===== config.mk =====
export PLATFORM = sky130hd
export DESIGN_NAME = pixel_array_ctrl
export DESIGN_NICKNAME = d
export VERILOG_FILES = /design/src/rtl/pixel_ctrl_pkg.sv /design/src/rtl/pixel_conv_counter.sv /design/src/rtl/pixel_array_ctrl.sv
export SDC_FILE = /design/constraint.sdc
export NUM_CORES = 1
export LEC_CHECK = 0
export ABC_AREA = 1
export CAP_MARGIN = 20
export CORE_MARGIN = 8
export CORE_UTILIZATION = 46
export CTS_BUF_LIST = sky130_fd_sc_hd__clkbuf_4 sky130_fd_sc_hd__clkbuf_8 sky130_fd_sc_hd__clkbuf_16
export CTS_CLUSTER_SIZE = 12
export DETAILED_ROUTE_END_ITERATION = 8
export PLACE_DENSITY = 0.87
export SYNTH_ARGS = -nofsm -noshare
export SYNTH_HDL_FRONTEND = slang
export SYNTH_SLANG_ARGS = --single-unit

===== constraint.sdc =====
create_clock -name clk_i -period 1.85 [get_ports clk_i]
set_input_delay 0.4625 -clock clk_i [delete_from_list [all_inputs] [get_ports clk_i]]
set_output_delay 0.4625 -clock clk_i [all_outputs]
set_load 0.03 [all_outputs]

===== src/rtl/pixel_ctrl_pkg.sv =====
// pixel_ctrl_pkg: shared state type, default phase lengths and Gray helpers for pixel_array_ctrl
//   Contents: pixel_ctrl_state_t, DEF_* phase-length defaults, bin2gray/gray2bin.
//   The Gray helpers work on a GRAY_W-wide container; callers zero-extend their
//   DATA_W value in and truncate the result back to DATA_W.
package pixel_ctrl_pkg;
   typedef enum logic [2:0] {
      ST_IDLE,
      ST_ERASE,
      ST_EXPOSE,
      ST_CONVERT,
      ST_SETTLE,
      ST_STREAM
   } pixel_ctrl_state_t;
   localparam int DEF_DATA_W     = 8;
   localparam int DEF_ERASE_CYC  = 5;
   localparam int DEF_EXPOSE_CYC = 255;
   localparam int DEF_SETTLE_CYC = 2;
   localparam int GRAY_W         = 32;
   function automatic logic [GRAY_W-1:0] bin2gray(input logic [GRAY_W-1:0] b);
      return b ^ (b >> 1);
   endfunction
   // Zero upper bits of a zero-extended code leave the low DATA_W bits exact.
   function automatic logic [GRAY_W-1:0] gray2bin(input logic [GRAY_W-1:0] g);
      logic [GRAY_W-1:0] b;
      b = g;
      for (int i = 1; i < GRAY_W; i++) b = b ^ (g >> i);
      return b;
   endfunction
endpackage


===== src/rtl/pixel_conv_counter.sv =====
// pixel_conv_counter: DATA_W-bit conversion ramp counter with clear, enable and terminal count
//   Build option: PIXEL_CTRL_GRAY_EN makes cnt_o carry the Gray code of the count.
//   Ports:
//     clk_i, reset_i : clock, synchronous active-high reset
//     clr_i          : force count to zero (wins over en_i)
//     en_i           : advance count by one
//     cnt_o          : registered count (binary or Gray)
//     tc_o           : binary count is at its maximum
module pixel_conv_counter import pixel_ctrl_pkg::*; #(
   parameter int DATA_W = DEF_DATA_W
) (
   input  logic              clk_i,
   input  logic              reset_i,
   input  logic              clr_i,
   input  logic              en_i,
   output logic [DATA_W-1:0] cnt_o,
   output logic              tc_o
);
   logic [DATA_W-1:0] cnt_q, cnt_d;
   assign cnt_d = clr_i ? '0 : en_i ? cnt_q + 1'b1 : cnt_q;
   assign tc_o  = (cnt_q == '1);
   always_ff @(posedge clk_i) begin
      if (reset_i) cnt_q <= '0;
      else cnt_q <= cnt_d;
   end
`ifdef PIXEL_CTRL_GRAY_EN
   // Encoded from the next count so the bus value is a flop, in step with cnt_q.
   logic [DATA_W-1:0] gray_q;
   always_ff @(posedge clk_i) begin
      if (reset_i) gray_q <= '0;
      else gray_q <= DATA_W'(bin2gray(GRAY_W'(cnt_d)));
   end
   assign cnt_o = gray_q;
`else
   assign cnt_o = cnt_q;
`endif
endmodule


===== src/rtl/pixel_array_ctrl.sv =====
// pixel_array_ctrl: ERASE/EXPOSE/CONVERT/READ sequencer for a 4-pixel array with captured-code streaming
//   Build option: PIXEL_CTRL_GRAY_EN drives a Gray count and decodes captures back to binary.
//   Ports:
//     clk_i, reset_i                  : clock, synchronous active-high reset
//     start_i                         : frame request, honoured only in IDLE
//     erase_o/expose_o/convert_o/read_o : pixel phase controls (mutually exclusive)
//     cnt_out_o, cnt_oe_o             : conversion count and its bus output-enable
//     pix_data1_i..pix_data4_i        : latched pixel codes seen on the array buses
//     px_data_o, px_idx_o, px_valid_o, px_ready_i : downstream pixel stream
//     busy_o, frame_done_o            : not-IDLE flag, end-of-frame pulse
module pixel_array_ctrl import pixel_ctrl_pkg::*; #(
   parameter int DATA_W     = DEF_DATA_W,
   parameter int ERASE_CYC  = DEF_ERASE_CYC,
   parameter int EXPOSE_CYC = DEF_EXPOSE_CYC,
   parameter int SETTLE_CYC = DEF_SETTLE_CYC
) (
   input  logic              clk_i,
   input  logic              reset_i,
   input  logic              start_i,
   output logic              erase_o,
   output logic              expose_o,
   output logic              convert_o,
   output logic              read_o,
   output logic [DATA_W-1:0] cnt_out_o,
   output logic              cnt_oe_o,
   input  logic [DATA_W-1:0] pix_data1_i,
   input  logic [DATA_W-1:0] pix_data2_i,
   input  logic [DATA_W-1:0] pix_data3_i,
   input  logic [DATA_W-1:0] pix_data4_i,
   output logic [DATA_W-1:0] px_data_o,
   output logic [1:0]        px_idx_o,
   output logic              px_valid_o,
   input  logic              px_ready_i,
   output logic              busy_o,
   output logic              frame_done_o
);
   localparam int MAX_CYC = (ERASE_CYC > EXPOSE_CYC)
      ? ((ERASE_CYC > SETTLE_CYC) ? ERASE_CYC : SETTLE_CYC)
      : ((EXPOSE_CYC > SETTLE_CYC) ? EXPOSE_CYC : SETTLE_CYC);
   localparam int TW = $clog2(MAX_CYC + 1);
   pixel_ctrl_state_t      state_q, state_d;
   logic [TW-1:0]          timer_q, timer_d;
   logic [3:0][DATA_W-1:0] cap_q, cap_d;
   logic [1:0]             idx_q, idx_d;
   logic [DATA_W-1:0]      data_q, data_d, cap_sel;
   logic erase_q, expose_q, convert_q, read_q, valid_q, busy_q, done_q;
   logic xfer, last_xfer, timed, capture, cnt_tc;
   assign xfer      = valid_q & px_ready_i;
   assign last_xfer = xfer & (idx_q == 2'd3);
   always_comb begin
      state_d = state_q;
      case (state_q)
         ST_IDLE:    state_d = start_i ? ST_ERASE : ST_IDLE;
         ST_ERASE:   state_d = (timer_q == TW'(ERASE_CYC - 1)) ? ST_EXPOSE : ST_ERASE;
         ST_EXPOSE:  state_d = (timer_q == TW'(EXPOSE_CYC - 1)) ? ST_CONVERT : ST_EXPOSE;
         ST_CONVERT: state_d = cnt_tc ? ST_SETTLE : ST_CONVERT;
         ST_SETTLE:  state_d = (timer_q == TW'(SETTLE_CYC - 1)) ? ST_STREAM : ST_SETTLE;
         ST_STREAM:  state_d = last_xfer ? ST_IDLE : ST_STREAM;
         default:    state_d = ST_IDLE;
      endcase
   end
   // One shared phase timer, restarted on every state change.
   assign timed   = (state_q == ST_ERASE) || (state_q == ST_EXPOSE) || (state_q == ST_SETTLE);
   assign timer_d = (timed && state_d == state_q) ? timer_q + 1'b1 : '0;
   assign capture = (state_q == ST_SETTLE) && (state_d == ST_STREAM);
   assign cap_d   = capture ? {pix_data4_i, pix_data3_i, pix_data2_i, pix_data1_i} : cap_q;
   assign idx_d   = (state_d == ST_STREAM) ? idx_q + {1'b0, xfer} : 2'd0;
   // Select from cap_d so idx 0 is presented in the first STREAM cycle.
   assign cap_sel = cap_d[idx_d];
`ifdef PIXEL_CTRL_GRAY_EN
   assign data_d = (state_d == ST_STREAM) ? DATA_W'(gray2bin(GRAY_W'(cap_sel))) : '0;
`else
   assign data_d = (state_d == ST_STREAM) ? cap_sel : '0;
`endif
   // Counter is held clear outside CONVERT so the first CONVERT cycle shows 0.
   pixel_conv_counter #(.DATA_W(DATA_W)) u_cnt (
      .clk_i  (clk_i),
      .reset_i(reset_i),
      .clr_i  (state_d != ST_CONVERT),
      .en_i   (state_q == ST_CONVERT),
      .cnt_o  (cnt_out_o),
      .tc_o   (cnt_tc)
   );
   always_ff @(posedge clk_i) begin
      if (reset_i) begin
         state_q   <= ST_IDLE;
         timer_q   <= '0;
         cap_q     <= '0;
         idx_q     <= '0;
         data_q    <= '0;
         erase_q   <= 1'b0;
         expose_q  <= 1'b0;
         convert_q <= 1'b0;
         read_q    <= 1'b0;
         valid_q   <= 1'b0;
         busy_q    <= 1'b0;
         done_q    <= 1'b0;
      end else begin
         state_q   <= state_d;
         timer_q   <= timer_d;
         cap_q     <= cap_d;
         idx_q     <= idx_d;
         data_q    <= data_d;
         erase_q   <= (state_d == ST_ERASE);
         expose_q  <= (state_d == ST_EXPOSE);
         convert_q <= (state_d == ST_CONVERT);
         read_q    <= (state_d == ST_SETTLE);
         valid_q   <= (state_d == ST_STREAM);
         busy_q    <= (state_d != ST_IDLE);
         done_q    <= (state_q == ST_STREAM) && last_xfer;
      end
   end
   assign erase_o      = erase_q;
   assign expose_o     = expose_q;
   assign convert_o    = convert_q;
   assign cnt_oe_o     = convert_q;
   assign read_o       = read_q;
   assign px_valid_o   = valid_q;
   assign px_idx_o     = idx_q;
   assign px_data_o    = data_q;
   assign busy_o       = busy_q;
   assign frame_done_o = done_q;
endmodule


## After elaboration in Yosys (flattened, before gate mapping)

Index checks and enable logic that the tools add are counted.

| word-level totals | value |
|---|---|
| flip-flop bits (word level) | 68 |
| input port bits | 36 |
| output and inout bits | 26 |
| logic and storage cells | 62 |

| cells by class | value |
|---|---|
| add/subtract/negate cells | 3 |
| order comparisons | 1 |
| eq/ne operators | 17 |
| muxes and demuxes | 11 |
| bitwise gates (word level) | 4 |
| reduce and logical (&&, ||, !) cells | 10 |

Operators by type and width:

| operator | number |
|---|---|
| 2-to-1 mux 32 bit | 1 |
| case mux 3 bit (6 select lines) | 1 |
| adder 8 x 1 -> 8 bit, second input constant | 2 |
| binary-select mux 8 bit (select 2 bit) | 1 |
| == test 8 bit, second input constant | 2 |
| == test 3 x 2 -> 1 bit, second input constant | 4 |
| == test 3 bit, second input constant | 4 |
| == test 8 x 1 -> 1 bit, second input constant | 1 |
| == test 8 x 3 -> 1 bit, second input constant | 1 |
| 2-to-1 mux 8 bit | 1 |
| == test 3 x 1 -> 1 bit, second input constant | 2 |
| 2-to-1 mux 3 bit | 2 |
| OR reduction 2 bit | 3 |
| 2-to-1 mux 2 bit | 2 |
| == test 3 bit | 1 |
| logical AND 1 bit | 3 |
| zero test 3 bit | 1 |
| less-than comparator 2 x 3 -> 1 bit, second input constant | 1 |
| 2-to-1 mux 1 bit | 3 |
| != test 3 x 2 -> 1 bit, second input constant | 1 |
| nonzero test 3 bit | 1 |
| adder 2 x 1 -> 2 bit | 1 |
| bitwise AND 1 bit | 2 |
| == test 2 bit, second input constant | 1 |
| other kinds (2) | 4 |

## Depth between registers and ports, before layout

| logic depth | value |
|---|---|
| depth in word-level cells | 9 |
| gate-level depth with buffers | 14 |
| depth with buffers taken out | 13 |

## Modules after synthesis

From an unflattened synthesis, not the netlist that was laid out.

| unflattened totals | value |
|---|---|
| cell total of the unflattened synthesis | 369 |
| area total of the unflattened synthesis | 2940.3 um^2 |

By module, submodules not included:

| module | instances | cells each | area each (um^2) | sequential area each (um^2) |
|---|---|---|---|---|
| pixel_array_ctrl | 1 | 316 | 2560.0 | 1201.2 |
| pixel_conv_counter | 1 | 53 | 380.4 | 160.2 |

## Least setup slack after synthesis

No wires, ideal clock.

| timing | value |
|---|---|
| path type | register to register |
| from | reg u_cnt.cnt_q[0], in the netlist u_cnt.cnt_o[0] |
| to | reg timer_q[2] |
| library setup time | 0.079 ns |
| arrival | 1.676 ns |
| required time | 1.771 ns |
| slack | 0.095 ns |
| cell stages (with the launch flop) | 10 |
| path buffers | 0 |
| period minus slack after synthesis | 1.755 ns |
| cell sequence | dfxtp_1 -> ha_1 -> nand3_1 -> nor2_1 -> a31oi_1 -> inv_1 -> nand2_1 -> nand2_1 -> nand4_2 -> nor3_1 |

| on the way | value |
|---|---|
| cells in the longest elaborated chain, start to end | 7 |

Ends and longest elaborated chain:

| element | RTL line | text |
|---|---|---|
| from (decl) | pixel_conv_counter.sv:19 | `logic [DATA_W-1:0] cnt_q, cnt_d;` |
| from (signal assigned) | pixel_conv_counter.sv:24 | `else cnt_q <= cnt_d;` |
| == test 8 bit | pixel_conv_counter.sv:21 | `assign tc_o = (cnt_q == '1);` |
| 2-to-1 mux 3 bit | pixel_array_ctrl.sv:56 | `ST_CONVERT: state_d = cnt_tc ? ST_SETTLE : ST_CONVERT;` |
| case mux 3 bit (6 select lines) | pixel_array_ctrl.sv:52 | `case (state_q)` |
| == test 3 bit | pixel_array_ctrl.sv:64 | `assign timer_d = (timed && state_d == state_q) ? timer_q + 1'b1 : '0;` |
| logical AND 1 bit | pixel_array_ctrl.sv:64 |  |
| NOT 1 bit (no source line) | - |  |
| OR reduction 2 bit (no source line) | - |  |
| to (signal assigned) | pixel_array_ctrl.sv:100 | `timer_q <= timer_d;` |
| to (decl) | pixel_array_ctrl.sv:42 | `logic [TW-1:0] timer_q, timer_d;` |

No other way between the ends.
A chain may end at the register's enable or synchronous reset.

## Final worst setup path

| timing | value |
|---|---|
| from | reg state_q[0] |
| to | reg data_q[3], in the netlist px_data_o[3] |

| on the way | value |
|---|---|
| cells in the longest elaborated chain, start to end | 7 |
| elaborated cells between the ends (all ways) | 15 |
| those cells by class | eq/ne (6); mux (5); bitwise (1); reduce/logical (3) |

Ends and longest elaborated chain:

| element | RTL line | text |
|---|---|---|
| from (decl) | pixel_array_ctrl.sv:41 | `pixel_ctrl_state_t state_q, state_d;` |
| from (signal assigned) | pixel_array_ctrl.sv:99 | `state_q <= state_d;` |
| == test 3 bit, or another cell as far along | pixel_array_ctrl.sv:52 |  |
| case mux 3 bit (6 select lines) | pixel_array_ctrl.sv:52 |  |
| == test 3 bit | pixel_array_ctrl.sv:65, pixel_array_ctrl.sv:67, pixel_array_ctrl.sv:73 |  |
| logical AND 1 bit | pixel_array_ctrl.sv:65 | `assign capture = (state_q == ST_SETTLE) && (state_d == ST_STREAM);` |
| 2-to-1 mux 32 bit | pixel_array_ctrl.sv:66 | `assign cap_d = capture ? {pix_data4_i, pix_data3_i, pix_data2_i, pix_data1_i} : cap_q;` |
| binary-select mux 8 bit (select 2 bit) | pixel_array_ctrl.sv:69 | `assign cap_sel = cap_d[idx_d];` |
| 2-to-1 mux 8 bit (not written as such) | pixel_array_ctrl.sv:69 |  |
| to (signal assigned) | pixel_array_ctrl.sv:103 | `data_q <= data_d;` |
| to (decl) | pixel_array_ctrl.sv:45 | `logic [DATA_W-1:0] data_q, data_d, cap_sel;` |

Several ways; a longest one is shown, not always the timed one. The select of a mux whose other input is x is not followed.

==> reports/results.tsv <==
metric	value	unit
syn_inst	382	
synth_cell_types	31	
worstMarginPinSlew	402	ps
fin_util	0.688	
overflow	0	
seq_area	1370	µm²
violations	negative setup slack	
synthToLayoutAreaGrowth	44.7	%
fin_skew	11.9	ps
pin_count	62	
async_flop_share	0	
slew_viol_final	0	
drv_cap	0	
ys_seq_area_frac	0.451	
critPathRequiredTime	2080	ps
die_h	97.0	µm
cts.clk_slew.worst_paths	70	ps
num_rows	29	
routed_wirelength	9.10	mm
ant_nets	0	
grt_setup_unrepaired	yes	
top_usage_layer	met2	
multi_input_area	1640	µm²
clkSinkCount	68	
worstSkewPairLatency	350	ps
setup_viol	8	
cp_max_fo	8	
layout-drive-gt1-share	0.246	
critical_path_class	reg -> reg	
synth-main-ff-cell	dfxtp_1	
wire_per_inst	16.3	µm
portBuffers	61	
vdd_drop_max	0.000442	V
timing.final.crit_share	1.06	
num-nets-final	516	
finalCriticalPeriod	1960	ps
hp-class	reg -> reg	
worst_ep_arrival_time	2190	ps
num_vias	3022	
yosysWarnings	0	
dp.cells	534	
antenna_cells	0	
drt_drc_violations_left	0	
nFillCells	446	
start_util	0.475	
dp_hpwl	5.85	mm
drtPass1Iterations	5	
synth_seq_cells	68	
place_congestion	0.882	
viasPerCell	5.43	
stdcell_count	557	
grt.met1_usage	0.208	
dieArea	9410	µm²
numCtsBuffers	9	
relSlewSlack	0.731	
grt_pass1_wl	13.0	mm
grt_start_max_net_pins	37	
cts_tree	yes	
die_width	97.0	µm
startpoint_type	flip-flop	
max_freq	509	MHz
syn_area	3020	µm²
status	finished with violations	
grtUsageTotal	0.164	
ctsHtreeMaxLevel	3	
total_power	3020	µW
core	6350	µm²
use_met2	0.251	
dp_slack	-282	ps
antenna_found_initial	0	
hold_viol_final	0	
leakagePower	0.00194	µW
first_iter_violations	312	
synth_nets	422	
grt_pass1_vias	2774	
cts_buffer_depth	2	
use_met3	0.0377	
syn_avg_cell_area	7.90	µm²
crit_path_end_kind	flip-flop	
cts_root_buf	clkbuf_8	
p_per_area	693	nW/µm²
worst_slack	-113	ps
synth_enable_flop_cells	0	
-- metrics by stage --
stage	area (µm²)	TNS, ps	hold WS (ps)
final	4370	-505	502
after global routing	4370	-1440	532
after CTS	4120	0	504
after detailed placement	3870	-5010	486
after global placement	3870	-4100	479
after floorplan	3020	0	452
-- critical path, cell delays in order (launching register included) --
cell and delay [ps]:
dfxtp_4 360, nor2_4 130, nand2_4 90, buf_6 140, nand2_2 50, nand2_1 50
nor2_1 120, nand2_1 80, nor2_2 110, nand2_2 110, nand2_8 150, buf_12 140
nand3_1 110, nand3_2 140, a21oi_2 70
-- cell usage in the layout (no fill, tap or decap), types with 2 or more instances in the layout --
cell	instances
dlymetal6s2s_1	2
or2_2	17
ha_1	4
buf_4	29
bufinv_16	2
nand2_1	58
nand3_1	29
nand3_2	18
buf_12	2
o21ai_1	11
nor3_1	6
nor2_1	57
o21ai_0	6
nor2_2	4
dfxtp_2	3
dfxtp_1	64
nand2_8	3
a21oi_1	8
a21oi_2	6
inv_1	23
nand2_4	3
mux2i_1	16
nand2_2	4
inv_2	2
dlygate4sd2_1	10
xor2_1	8
buf_6	3
clkinvlp_4	2
clkbuf_8	11
nand4_1	5
clkdlybuf4s50_1	49
xnor2_1	2
-- state kept, by name, indices dropped and copies added (netlist names) --
register / cells
cap_q: 32
px_data_o: 8
timer_q: 8
u_cnt.cnt_o: 8
state_q: 3
px_idx_o: 2
busy_o: 1
cnt_oe_o: 1
erase_o: 1
expose_o: 1
frame_done_o: 1
px_valid_o: 1
read_o: 1
-- cell usage after synthesis (5+ instances only) --
library cell	count	area share
dfxtp_1	68	0.45
nor2_1	60	0.075
nand2_1	59	0.073
nand3_1	47	0.078
inv_1	24	0.030
o21ai_0	17	0.028
or2_2	17	0.035
mux2i_1	16	0.053
a21oi_1	13	0.022
xor2_1	8	0.023
nor3_1	7	0.012
clkbuf_1	6	0.0075
nand4_1	5	0.010
-- area by class of cell --
type	count	share of cell area
Clock buffer	11	0.0347
Timing Repair Buffer	96	0.211
Inverter	27	0.0269
Multi-Input combinational cell	274	0.376
Sequential cell	68	0.313
Clock inverter	4	0.0166
Tap cell	77	0.0221
-- timing repair --
action / CTS / global route
cloned: 0 / 2
setup endpoints to repair: 18 / 27
buffers inserted: 2 / 4
pin swaps: 1 / 25
hold buffers: 0 / 0
gates resized for setup: 19 / 51
-- metal layers --
| layer | vias to the layer above | share of wire |
|---|---|---|
| met1 | 1382 | 0.42 |
| met5 | - | 0 |
| met2 | 169 | 0.47 |
| met3 | 36 | 0.076 |
| li1 | 1435 | - |
| met4 | 0 | 0.034 |
-- final timing paths --
| kind | start | to | slack (ps) | cells after the start |
|---|---|---|---|---|
| min reg2reg | u_cnt.cnt_o[1]$_SDFFE_PP0P_ | u_cnt.cnt_o[1]$_SDFFE_PP0P_ | 500 | 2 |
| min | u_cnt.cnt_o[1]$_SDFFE_PP0P_ | u_cnt.cnt_o[1]$_SDFFE_PP0P_ | 500 | 2 |
| max reg2reg | state_q[0]$_SDFF_PP0_ | px_data_o[3]$_SDFF_PP0_ | -110 | 14 |
| max | state_q[0]$_SDFF_PP0_ | px_data_o[3]$_SDFF_PP0_ | -110 | 14 |
-- kinds of logic after synthesis --
| group | share of synthesized area |
|---|---|
| buf+inv | 0.0597 |
| simple gates | 0.334 |
| mux | 0.0530 |
| xor+xnor | 0.0290 |
| fa+ha+maj | 0.0166 |
| compound gates | 0.0568 |
| flops | 0.451 |
-- report_power, final --
part	internal (µW)	switching [µW]	total (µW)
clock network	823	558	1380
logic	96.3	74.3	171
registers	1470	3.78	1470
total	2390	636	3020
Note: power is estimated with default switching activity, not from simulation.
